`src/rtl/phasor_step_scheduler.sv`:
```
// ---------------------------------------------------------------------------
// phasor_step_scheduler
//   Sequences the phasor oscillator bank so the HPS no longer bit-bangs the
//   step clock and reset. Shadow config is written per channel and copied to
//   the active config atomically. The scheduler resets the phasors, issues
//   one-cycle step enables every div+1 cycles, waits SETTLE_CYC cycles after
//   each step, then captures every phasor output into a snapshot that is
//   handed to the HPS with a valid/ack handshake.
//
//   state | meaning
//   ------+------------------------------------------------------------
//   IDLE  | stepping off, ph_reset high, commit applies immediately
//   RESET | ph_reset high for RST_CYC cycles before stepping starts
//   RUN   | counting toward the next step
//   SETTLE| step issued, waiting SETTLE_CYC cycles before capture
//
// Ports
//   clk, reset_n            system clock, async active-low reset
//   run, div                stepping enable, step period minus 1
//   cfg_wr, cfg_ch,
//   cfg_sin/cos/freq        shadow config write
//   commit                  copy shadow to active (deferred while stepping)
//   ph_sin_mag/cos_mag/freq active config, ch0 in the LSBs
//   ph_step, ph_reset       phasor step enable and reset
//   ph_out                  phasor outputs, ch0 in the LSBs
//   smp_data, smp_valid,
//   smp_ack                 snapshot and its handshake
//   overrun                 sticky: a capture was dropped
//   state                   FSM state (0 IDLE, 1 RESET, 2 RUN, 3 SETTLE)
// ---------------------------------------------------------------------------
module phasor_step_scheduler #(
  parameter int NUM_CH     = 2,
  parameter int CFG_W      = 4,
  parameter int OUT_W      = 20,
  parameter int DIV_W      = 16,
  parameter int RST_CYC    = 4,
  parameter int SETTLE_CYC = 2,
  localparam int CH_W      = (NUM_CH > 1) ? $clog2(NUM_CH) : 1
) (
  input  logic                    clk,
  input  logic                    reset_n,
  input  logic                    run,
  input  logic [DIV_W-1:0]        div,
  input  logic                    cfg_wr,
  input  logic [CH_W-1:0]         cfg_ch,
  input  logic [CFG_W-1:0]        cfg_sin,
  input  logic [CFG_W-1:0]        cfg_cos,
  input  logic [CFG_W-1:0]        cfg_freq,
  input  logic                    commit,
  output logic [NUM_CH*CFG_W-1:0] ph_sin_mag,
  output logic [NUM_CH*CFG_W-1:0] ph_cos_mag,
  output logic [NUM_CH*CFG_W-1:0] ph_freq,
  output logic                    ph_step,
  output logic                    ph_reset,
  input  logic [NUM_CH*OUT_W-1:0] ph_out,
  output logic [NUM_CH*OUT_W-1:0] smp_data,
  output logic                    smp_valid,
  input  logic                    smp_ack,
  output logic                    overrun,
  output logic [1:0]              state
);

  localparam int SC_MAX = (RST_CYC > SETTLE_CYC) ? RST_CYC : SETTLE_CYC;
  localparam int SC_W   = $clog2(SC_MAX + 1);
  localparam logic [SC_W-1:0] SC_RST    = SC_W'(RST_CYC - 1);
  localparam logic [SC_W-1:0] SC_SETTLE = SC_W'(SETTLE_CYC - 1);

  typedef enum logic [1:0] {
    S_IDLE   = 2'd0,
    S_RESET  = 2'd1,
    S_RUN    = 2'd2,
    S_SETTLE = 2'd3
  } state_t;

  state_t                  r_state;
  logic [DIV_W-1:0]        r_cnt;
  logic [SC_W-1:0]         r_sc;
  logic                    r_defer;
  logic                    r_pending;
  logic                    r_ph_step;
  logic                    r_ph_reset;
  logic [NUM_CH*CFG_W-1:0] r_sh_sin, r_sh_cos, r_sh_freq;
  logic [NUM_CH*CFG_W-1:0] r_act_sin, r_act_cos, r_act_freq;
  logic [NUM_CH*OUT_W-1:0] r_smp_data;
  logic                    r_smp_valid;
  logic                    r_overrun;

  // Shadow including this cycle's write, so a same-cycle commit picks it up.
  // Out-of-range channel indices match no slot and are dropped.
  logic [NUM_CH*CFG_W-1:0] w_sh_sin, w_sh_cos, w_sh_freq;

  always_comb begin
    w_sh_sin  = r_sh_sin;
    w_sh_cos  = r_sh_cos;
    w_sh_freq = r_sh_freq;
    for (int i = 0; i < NUM_CH; i++) begin
      if (cfg_wr && (cfg_ch == CH_W'(i))) begin
        w_sh_sin[i*CFG_W +: CFG_W]  = cfg_sin;
        w_sh_cos[i*CFG_W +: CFG_W]  = cfg_cos;
        w_sh_freq[i*CFG_W +: CFG_W] = cfg_freq;
      end
    end
  end

  always_ff @(posedge clk or negedge reset_n) begin
    if (!reset_n) begin
      r_state     <= S_IDLE;
      r_cnt       <= '0;
      r_sc        <= '0;
      r_defer     <= 1'b0;
      r_pending   <= 1'b0;
      r_ph_step   <= 1'b0;
      r_ph_reset  <= 1'b1;
      r_sh_sin    <= '0;
      r_sh_cos    <= '0;
      r_sh_freq   <= '0;
      r_act_sin   <= '0;
      r_act_cos   <= '0;
      r_act_freq  <= '0;
      r_smp_data  <= '0;
      r_smp_valid <= 1'b0;
      r_overrun   <= 1'b0;
    end else begin
      r_ph_step <= 1'b0;
      r_sh_sin  <= w_sh_sin;
      r_sh_cos  <= w_sh_cos;
      r_sh_freq <= w_sh_freq;
      // A capture later in this block overrides this clear.
      if (smp_ack && r_smp_valid) r_smp_valid <= 1'b0;

      if (r_state == S_IDLE) begin
        if (run) begin
          r_act_sin  <= w_sh_sin;
          r_act_cos  <= w_sh_cos;
          r_act_freq <= w_sh_freq;
          r_overrun  <= 1'b0;
          r_sc       <= SC_RST;
          r_state    <= S_RESET;
        end else if (commit) begin
          r_act_sin  <= w_sh_sin;
          r_act_cos  <= w_sh_cos;
          r_act_freq <= w_sh_freq;
        end
      end else if (!run) begin
        // Abort: no step, no capture; a pending commit lands on the way out.
        r_state    <= S_IDLE;
        r_ph_reset <= 1'b1;
        r_defer    <= 1'b0;
        r_pending  <= 1'b0;
        if (r_pending || commit) begin
          r_act_sin  <= w_sh_sin;
          r_act_cos  <= w_sh_cos;
          r_act_freq <= w_sh_freq;
        end
      end else begin
        if (commit) r_pending <= 1'b1;
        case (r_state)
          S_RESET: begin
            if (r_sc == '0) begin
              r_state    <= S_RUN;
              r_cnt      <= '0;
              r_ph_reset <= 1'b0;
              r_defer    <= 1'b0;
            end else begin
              r_sc <= r_sc - SC_W'(1);
            end
          end
          S_RUN: begin
            if (r_defer || (r_cnt == div)) begin
              r_ph_step <= 1'b1;
              r_cnt     <= '0;
              r_defer   <= 1'b0;
              r_sc      <= SC_SETTLE;
              r_state   <= S_SETTLE;
            end else begin
              r_cnt <= r_cnt + DIV_W'(1);
            end
          end
          S_SETTLE: begin
            r_cnt <= r_cnt + DIV_W'(1);
            // A period shorter than the settle window stretches to it.
            if (r_cnt == div) r_defer <= 1'b1;
            if (r_sc == '0) begin
              if (r_smp_valid && !smp_ack) begin
                r_overrun <= 1'b1;
              end else begin
                r_smp_data  <= ph_out;
                r_smp_valid <= 1'b1;
              end
              if (r_pending || commit) begin
                r_act_sin  <= w_sh_sin;
                r_act_cos  <= w_sh_cos;
                r_act_freq <= w_sh_freq;
                r_pending  <= 1'b0;
                r_defer    <= 1'b0;
                r_sc       <= SC_RST;
                r_state    <= S_RESET;
                r_ph_reset <= 1'b1;
              end else begin
                r_state <= S_RUN;
              end
            end else begin
              r_sc <= r_sc - SC_W'(1);
            end
          end
          default: ;
        endcase
      end
    end
  end

  assign ph_sin_mag = r_act_sin;
  assign ph_cos_mag = r_act_cos;
  assign ph_freq    = r_act_freq;
  assign ph_step    = r_ph_step;
  assign ph_reset   = r_ph_reset;
  assign smp_data   = r_smp_data;
  assign smp_valid  = r_smp_valid;
  assign overrun    = r_overrun;
  assign state      = r_state;

endmodule

```
`config.mk`:
```
export PLATFORM = sky130hd
export DESIGN_NAME = phasor_step_scheduler
export DESIGN_NICKNAME = d
export VERILOG_FILES = /design/src/rtl/phasor_step_scheduler.sv
export SDC_FILE = /design/constraint.sdc
export NUM_CORES = 1
export LEC_CHECK = 0
export CAP_MARGIN = 0
export CORE_MARGIN = 3
export CORE_UTILIZATION = 43
export CTS_CLUSTER_SIZE = 25
export DETAILED_ROUTE_END_ITERATION = 8
export PLACE_DENSITY = 0.76
export SYNTH_ARGS = -nofsm -noshare
export SYNTH_HDL_FRONTEND = slang
export SYNTH_SLANG_ARGS = --single-unit
```
`constraint.sdc`:
```
create_clock -name clk -period 1.9 [get_ports clk]
set_clock_uncertainty 0.05 [all_clocks]
set_input_delay 0.38 -clock clk [delete_from_list [all_inputs] [get_ports clk]]
set_output_delay 0.38 -clock clk [all_outputs]
set_load 0.05 [all_outputs]
```
* After elaboration in Yosys (flattened, before gate mapping)
Cells that the tools add are included.
** Word-level totals
- Flip-flop bits (word level) :: 115
- Bits in latches :: 0
- Bits in writable memories :: 0
- Memory bits (read-only) :: 0
- Input port bits :: 75
- Output and inout port bits :: 70
- Word-level logic and storage cells :: 143
- Memories kept :: 0
** Cells by class
- Add/subtract/negate cells :: 2
- Multipliers :: 0
- Divide/modulo/power cells :: 0
- $lt $le $gt $ge :: 0
- Equality and inequality tests :: 22
- Shift operators :: 0
- Mux-type cells :: 78
- Bitwise operators :: 3
- Reductions and logical operators :: 22
** Operators by type and width (count)
- 2-to-1 mux 8 bit :: 21
- case mux 16 bit (3 select lines) :: 1
- 2-to-1 mux 16 bit :: 2
- 2-to-1 mux 1 bit :: 30
- 2-to-1 mux 4 bit :: 6
- 2-to-1 mux 3 bit :: 7
- != test 3 bit (second input constant) :: 7
- AND reduction 5 bit :: 4
- adder 16 x 1 -> 16 bit (second input constant) :: 1
- == test 16 bit :: 1
- != test 4 bit (second input constant) :: 4
- 2-to-1 mux 2 bit :: 7
- AND reduction 4 bit :: 3
- != test 3 x 1 -> 1 bit (second input constant) :: 3
- case mux 3 bit (3 select lines) :: 1
- case mux 2 bit (3 select lines) :: 1
- nonzero test 2 bit :: 3
- != test 5 x 1 -> 1 bit (second input constant) :: 1
- == test 2 bit (second input constant) :: 2
- logical AND 1 bit :: 4
- != test 2 bit (second input constant) :: 2
- != test 4 x 1 -> 1 bit (second input constant) :: 1
- nonzero test 4 bit :: 1
- logical NOT 3 bit :: 1
- other kinds (10) :: 13

* Longest topological paths before layout
- Depth in word-level cells :: 8
- Gate-level depth with buffers :: 8

* Worst setup path before layout
OpenSTA, ideal clock, no wires.
- Path kind :: reg-to-reg
- Start :: register r_state[0], in the netlist state[0]
- End :: register r_cnt[10]
- Setup time :: 119 ps
- Arrival time :: 2171 ps
- Data required time :: 1731 ps
- Path slack :: -440 ps
- Stages on the path, launching flop included :: 9
- Buffers on the path :: 1
- Cells stage by stage :: dfrtp_1 > inv_1 > ha_1 > nand2b_4 > buf_6 > a2111oi_4 > nor3b_2 > xnor2_1 > nor2_2
** On the way
- Longest elaborated chain between the ends :: 3
- Elaborated cells between the ends (all ways) :: 9
- Classes of those cells :: eq/ne (4); mux (1); bitwise (1); reduce/logical (3)
** RTL lines
- start: declaration :: line 75 : state_t r_state;
- start signal: assignment :: line 107 : r_state <= S_IDLE;
- start signal: assignment :: line 138 : r_state <= S_RESET;
- start signal: assignment :: line 146 : r_state <= S_IDLE;
- == test 2 x 1 -> 1 bit (tied with other cells) :: line 157 : case (r_state)
- != test 2 bit (no line) (tied with other cells)
- AND reduction 4 bit (no line)
- end signal: assignment :: line 176 : r_cnt <= r_cnt + DIV_W'(1);
- end signal: assignment :: line 180 : r_cnt <= r_cnt + DIV_W'(1);
- end: declaration :: line 76 : logic [DIV_W-1:0] r_cnt;
Several ways; a longest one is shown, not always the timed one.
A chain may end at the register's enable or synchronous reset.

* Worst setup path after layout
- Start :: register r_state[0], in the netlist state[0]
- End :: register r_act_cos[2], in the netlist ph_cos_mag[2]
** On the way
- Longest elaborated chain between the ends :: 3
- Elaborated cells between the ends (all ways) :: 7
- Classes of those cells :: eq/ne (4); mux (1); reduce/logical (2)
** RTL lines
- == test 2 bit or logical NOT 2 bit (tied branches) :: line 157, 131
- != test 3 x 1 -> 1 bit (no line) or != test 3 bit (tied branches)
- AND reduction 3 bit (no line)
- end signal: assignment :: line 141 : r_act_cos <= w_sh_cos;
- end signal: assignment :: line 152 : r_act_cos <= w_sh_cos;
- end signal: assignment :: line 192 : r_act_cos <= w_sh_cos;
- end: declaration :: line 83 : logic [NUM_CH*CFG_W-1:0] r_act_sin, r_act_cos, r_act_freq;
Several ways; a longest one is shown, not always the timed one.

==> impl_summary.md <==
Critical path
The largest fanout of any net on the critical path is 5. The destination of the worst register-to-register timing path is ph_cos_mag[2]$_DFFE_PN0P_. The slack of the worst reg-to-reg path is -0.04 ns. The launching point of the worst reg2reg path is state[0]$_DFFE_PN0P_. The required time reported for the critical path endpoint is 2.13 ns. The worst setup path is of the reg -> reg kind. The data arrival time of the critical path is 2.18 ns. The cell depth of the worst flop-to-flop path is 8. The critical path endpoint category is a flip-flop.

The worst setup path is launched from a flip-flop.

Die
The total area inside the core boundary comes to 11600 sq um. The total die area is 13300 sq um. The die is 115 um wide. The effective utilization at floorplan is 44.5%. Measured along the y axis, the die boundary spans 115 um.

The floorplan has 39 rows. Pin placement for this block handled 145 I/O pins.

Worst hold path
Counting instances, the worst hold path has a depth of 1. For hold timing, the worst endpoint is smp_data[7]$_DFFE_PN0P_. The min-delay analysis places its worst path in the category reg -> reg.

The worst hold path begins at smp_data[7]$_DFFE_PN0P_.

Flow run
The max capacitance violation total is 0.

Status
The final reports fail on negative setup slack. The run finished, with violations left.

Cells and area
The area of all sequential standard cells is 2880 sq um. In the final layout, the multi-input gates occupy 2330 sq um. Measured on the finished design, the core utilization comes to 69.9%. The number of nets at the end of the flow is 685. The share of final-layout standard cells stronger than drive strength 1 is 49.7%. The most frequent standard cell in the layout excluding fill and tap cells is sky130_fd_sc_hd__buf_4. The cell area after layout is 8080 sq um.

The layout has 834 filler cells. The count of placed standard cells in the final layout, fillers left out is 756. The area growth from synthesis to final layout is 57.0%.

Leaving out fill and tap cells, the most frequent cells in the layout are 125 x sky130_fd_sc_hd__buf_4, 112 x sky130_fd_sc_hd__dfrtp_1, 72 x sky130_fd_sc_hd__clkdlybuf4s50_1.

Global route
The first global-routing pass estimated 20200 um of wire. The aggregate global-route resource usage is 19.6%. The pin count of the biggest net entering global routing is 41.

The remaining global-route overflow is 0. The via count of the first global-routing pass is 4164. The number of antenna violations at the first check in global routing is 1.

Placed design
Counting tap cells, the placed design contains a total of 707 instances. Input and output buffers added on the ports amount to 144. The total half-perimeter wirelength after legalization and detailed placement is 9010 um. The weighted congestion reported at the end of routability-driven placement is 0.853. The total cell area at the placement stage is 7070 sq um.

Clock network
The maximum root-to-sink buffer count is 2. The TritonCTS sink count is 115. The later pin in the worst-skew pair is clocked with a latency of 0.40 ns.

The clock-pin slew on the worst setup and hold paths is 0.05 ns. The clock tree from TritonCTS is done. The H-tree was split into 4 levels. The total clock buffers created by CTS is 17. CTS placed an instance of sky130_fd_sc_hd__clkbuf_16 at the clock tree root.

Power and ir drop
The total power consumption of the routed design is 0.0131 W. The power per standard cell area is 1620 nW/um^2. Per report_power, the clock group accounts for 24.0% of the total. The static power due to leakage is 3.75 nW.

The sequential power share is 27.8%. The switching power is 0.00514 W. Across the VDD grid, the largest voltage drop is 930 uV. The internal power contribution is 0.00796 W. Combinational cells account for 48.3% of the total power.

The net switching share of the total power is 39.2%.

Timing
The remaining max-slew budget at the tightest pin is 64.4%. The hold violation count in the final report is 0. The worst path uses 102% of the clock period. Setup repair after global routing could not meet its margin everywhere. In the post-route analysis, the smallest setup slack over all paths is -0.0430 ns. Counting I/O delays and the setup requirement, the final critical path takes 1.94 ns. The transition time at the pin with the least slew margin is 0.534 ns. The count of final setup violators is 18. For the final routed database, the setup TNS stands at -0.322 ns. The number of pins with negative max-slew slack in the final report is 0. The highest clock frequency the design can meet is 515 MHz.

Drt
After detailed routing, the number of vias per cell comes to 5.09. The overall routed net length is 13300 um. The starting DRC count in detailed routing is 180. Detailed routing inserted a total of 3846 vias. For this run, design rule violations remaining after detail routing come to 0. The number of nets still failing antenna checks after routing is 0. The number of search-and-repair iterations in the first detailed-routing pass is 4.

The routed wirelength normalized by instance count is 17.6 um.

Logic synthesis
The mapped cell area is 5150 sq um. In this run, synthesis produced a sequential element count of 115. The average cell area after synthesis is 13.6 sq um. Counting every net in the synthesized netlist gives 461. The number of distinct standard cells referenced by the synthesized netlist is 52.

In the synthesized netlist the dominant register cell turns out to be sky130_fd_sc_hd__dfrtp_1. The sequential-to-total area share from yosys stat is 55.9%. The cell count after synthesis is 378.

The number of flops mapped to enable cells by yosys is 0. The warning count from the yosys run is 0. Of all flip-flops after synthesis, the portion carrying an async set or reset was 100%.
worst max-delay path: stages, from the launching register on:
cell and delay (ns):
sky130_fd_sc_hd__dfrtp_2 0.43, sky130_fd_sc_hd__inv_2 0.08, sky130_fd_sc_hd__ha_4 0.15, sky130_fd_sc_hd__inv_2 0.04, sky130_fd_sc_hd__or3_4 0.37, sky130_fd_sc_hd__o21ai_4 0.08, sky130_fd_sc_hd__buf_12 0.15, sky130_fd_sc_hd__clkbuf_16 0.14
sky130_fd_sc_hd__mux2_2 0.32
power groups by stage:
stage,Sequential [W],Combinational [W],Clock [W]
after global routing,0.00374,0.00664,0.00331
final,0.00363,0.00632,0.00314
after detailed placement,0.00364,0.00580,0
after CTS,0.00363,0.00612,0.00319
after floorplan,0.00566,0.00180,0
after global placement,0.00361,0.00569,0
cell families after synthesis:
group | count (synthesis) | share of synthesized area (%)
XOR/XNOR | 31 | 5.27
buffers and inverters | 26 | 2.70
flip-flops | 115 | 55.9
multiplexers | 91 | 20.0
AND/OR/NAND/NOR | 71 | 8.19
AO/OA/AOI/OAI | 36 | 5.93
adder cells (fa/ha/maj) | 8 | 1.94
worst max-delay path by stage:
stage                                     from                         to  cells after the start
after detailed placement               div[15]        r_sc[1]$_DFFE_PN0P_                      6
after global placement                 div[15]        r_sc[0]$_DFFE_PN0P_                      6
final                     state[0]$_DFFE_PN0P_  ph_cos_mag[2]$_DFFE_PN0P_                      8
after global routing      state[0]$_DFFE_PN0P_  ph_cos_mag[2]$_DFFE_PN0P_                      8
after CTS                 state[0]$_DFFE_PN0P_     ph_freq[0]$_DFFE_PN0P_                      8
after floorplan           state[1]$_DFFE_PN0P_        r_sc[0]$_DFFE_PN0P_                      8
synthesized netlist by cell type (2+ instances only):
cell type                   number  share of area (%)
sky130_fd_sc_hd__nand2_1        11               0.80
sky130_fd_sc_hd__a21oi_1         9               0.87
sky130_fd_sc_hd__o221ai_1        2               0.34
sky130_fd_sc_hd__o21ai_0         5               0.49
sky130_fd_sc_hd__xor2_1         25                4.3
sky130_fd_sc_hd__or3_1           2               0.24
sky130_fd_sc_hd__a31oi_1         2               0.24
sky130_fd_sc_hd__nand4_1         4               0.49
sky130_fd_sc_hd__nor2_1         15                1.1
sky130_fd_sc_hd__mux2_2         87                 19
sky130_fd_sc_hd__o211ai_1        2               0.29
sky130_fd_sc_hd__nand2b_1        2               0.24
sky130_fd_sc_hd__nor3_1          4               0.39
sky130_fd_sc_hd__inv_1          12               0.87
sky130_fd_sc_hd__clkbuf_1        3               0.22
sky130_fd_sc_hd__a2111oi_4       2                1.1
sky130_fd_sc_hd__buf_2           5               0.49
sky130_fd_sc_hd__and3_1          2               0.24
sky130_fd_sc_hd__nor2_2         10                1.2
sky130_fd_sc_hd__mux2_4          2               0.58
sky130_fd_sc_hd__ha_1            8                1.9
sky130_fd_sc_hd__nand3_1         9               0.87
sky130_fd_sc_hd__nand2b_4        2               0.53
sky130_fd_sc_hd__xnor2_1         6                1.0
sky130_fd_sc_hd__buf_4           3               0.44
sky130_fd_sc_hd__a211oi_1        2               0.29
sky130_fd_sc_hd__dfrtp_1       114                 55
sky130_fd_sc_hd__nor4_2          4               0.97
final cells by class:
cell class / count / area share, %
flip-flops and latches: 115 / 35.7
inverters: 12 / 0.588
repair buffers: 219 / 25.6
multi-input cells: 237 / 28.8
well taps: 143 / 2.21
clock buffers: 24 / 5.84
clock inverters: 5 / 1.27
diodes: 1 / 0.0310
through the flow:
step           worst slack [ns]  hold slack (ns)
3_3_place_gp             -0.424            0.336
4_1_cts                 -0.0308            0.442
3_5_place_dp             -0.450            0.344
2_1_floorplan           -0.0790           0.0344
5_1_grt                  -0.110            0.456
6_report                -0.0430            0.439
layer usage:
metal  GRT usage (%)  vias to the layer above  wire (um)
met4            8.76                        0        285
met5               0                        -          0
met2            33.0                      136       6810
li1                -                     1782          -
met3            6.16                       23        749
met1            23.0                     1905       5450
flip-flops by register name, indices dropped and copies added (netlist names):
signal,cells
smp_valid,1
r_sh_freq,8
state,2
ph_reset,1
smp_data,40
overrun,1
ph_freq,8
ph_cos_mag,8
r_sc,3
r_sh_sin,8
r_pending,1
r_defer,1
ph_step,1
r_cnt,16
ph_sin_mag,8
r_sh_cos,8
timing repair:
action                                  in CTS  in global routing
hold buffers                                 1                  0
pin swaps                                   10                  7
gates cloned                                 1                  7
endpoints found under the setup margin      72                 83
buffers inserted                             7                  3
hold endpoints to repair                    33                  0
resized for setup                           24                 17
Note: power is estimated with default switching activity, not from simulation.
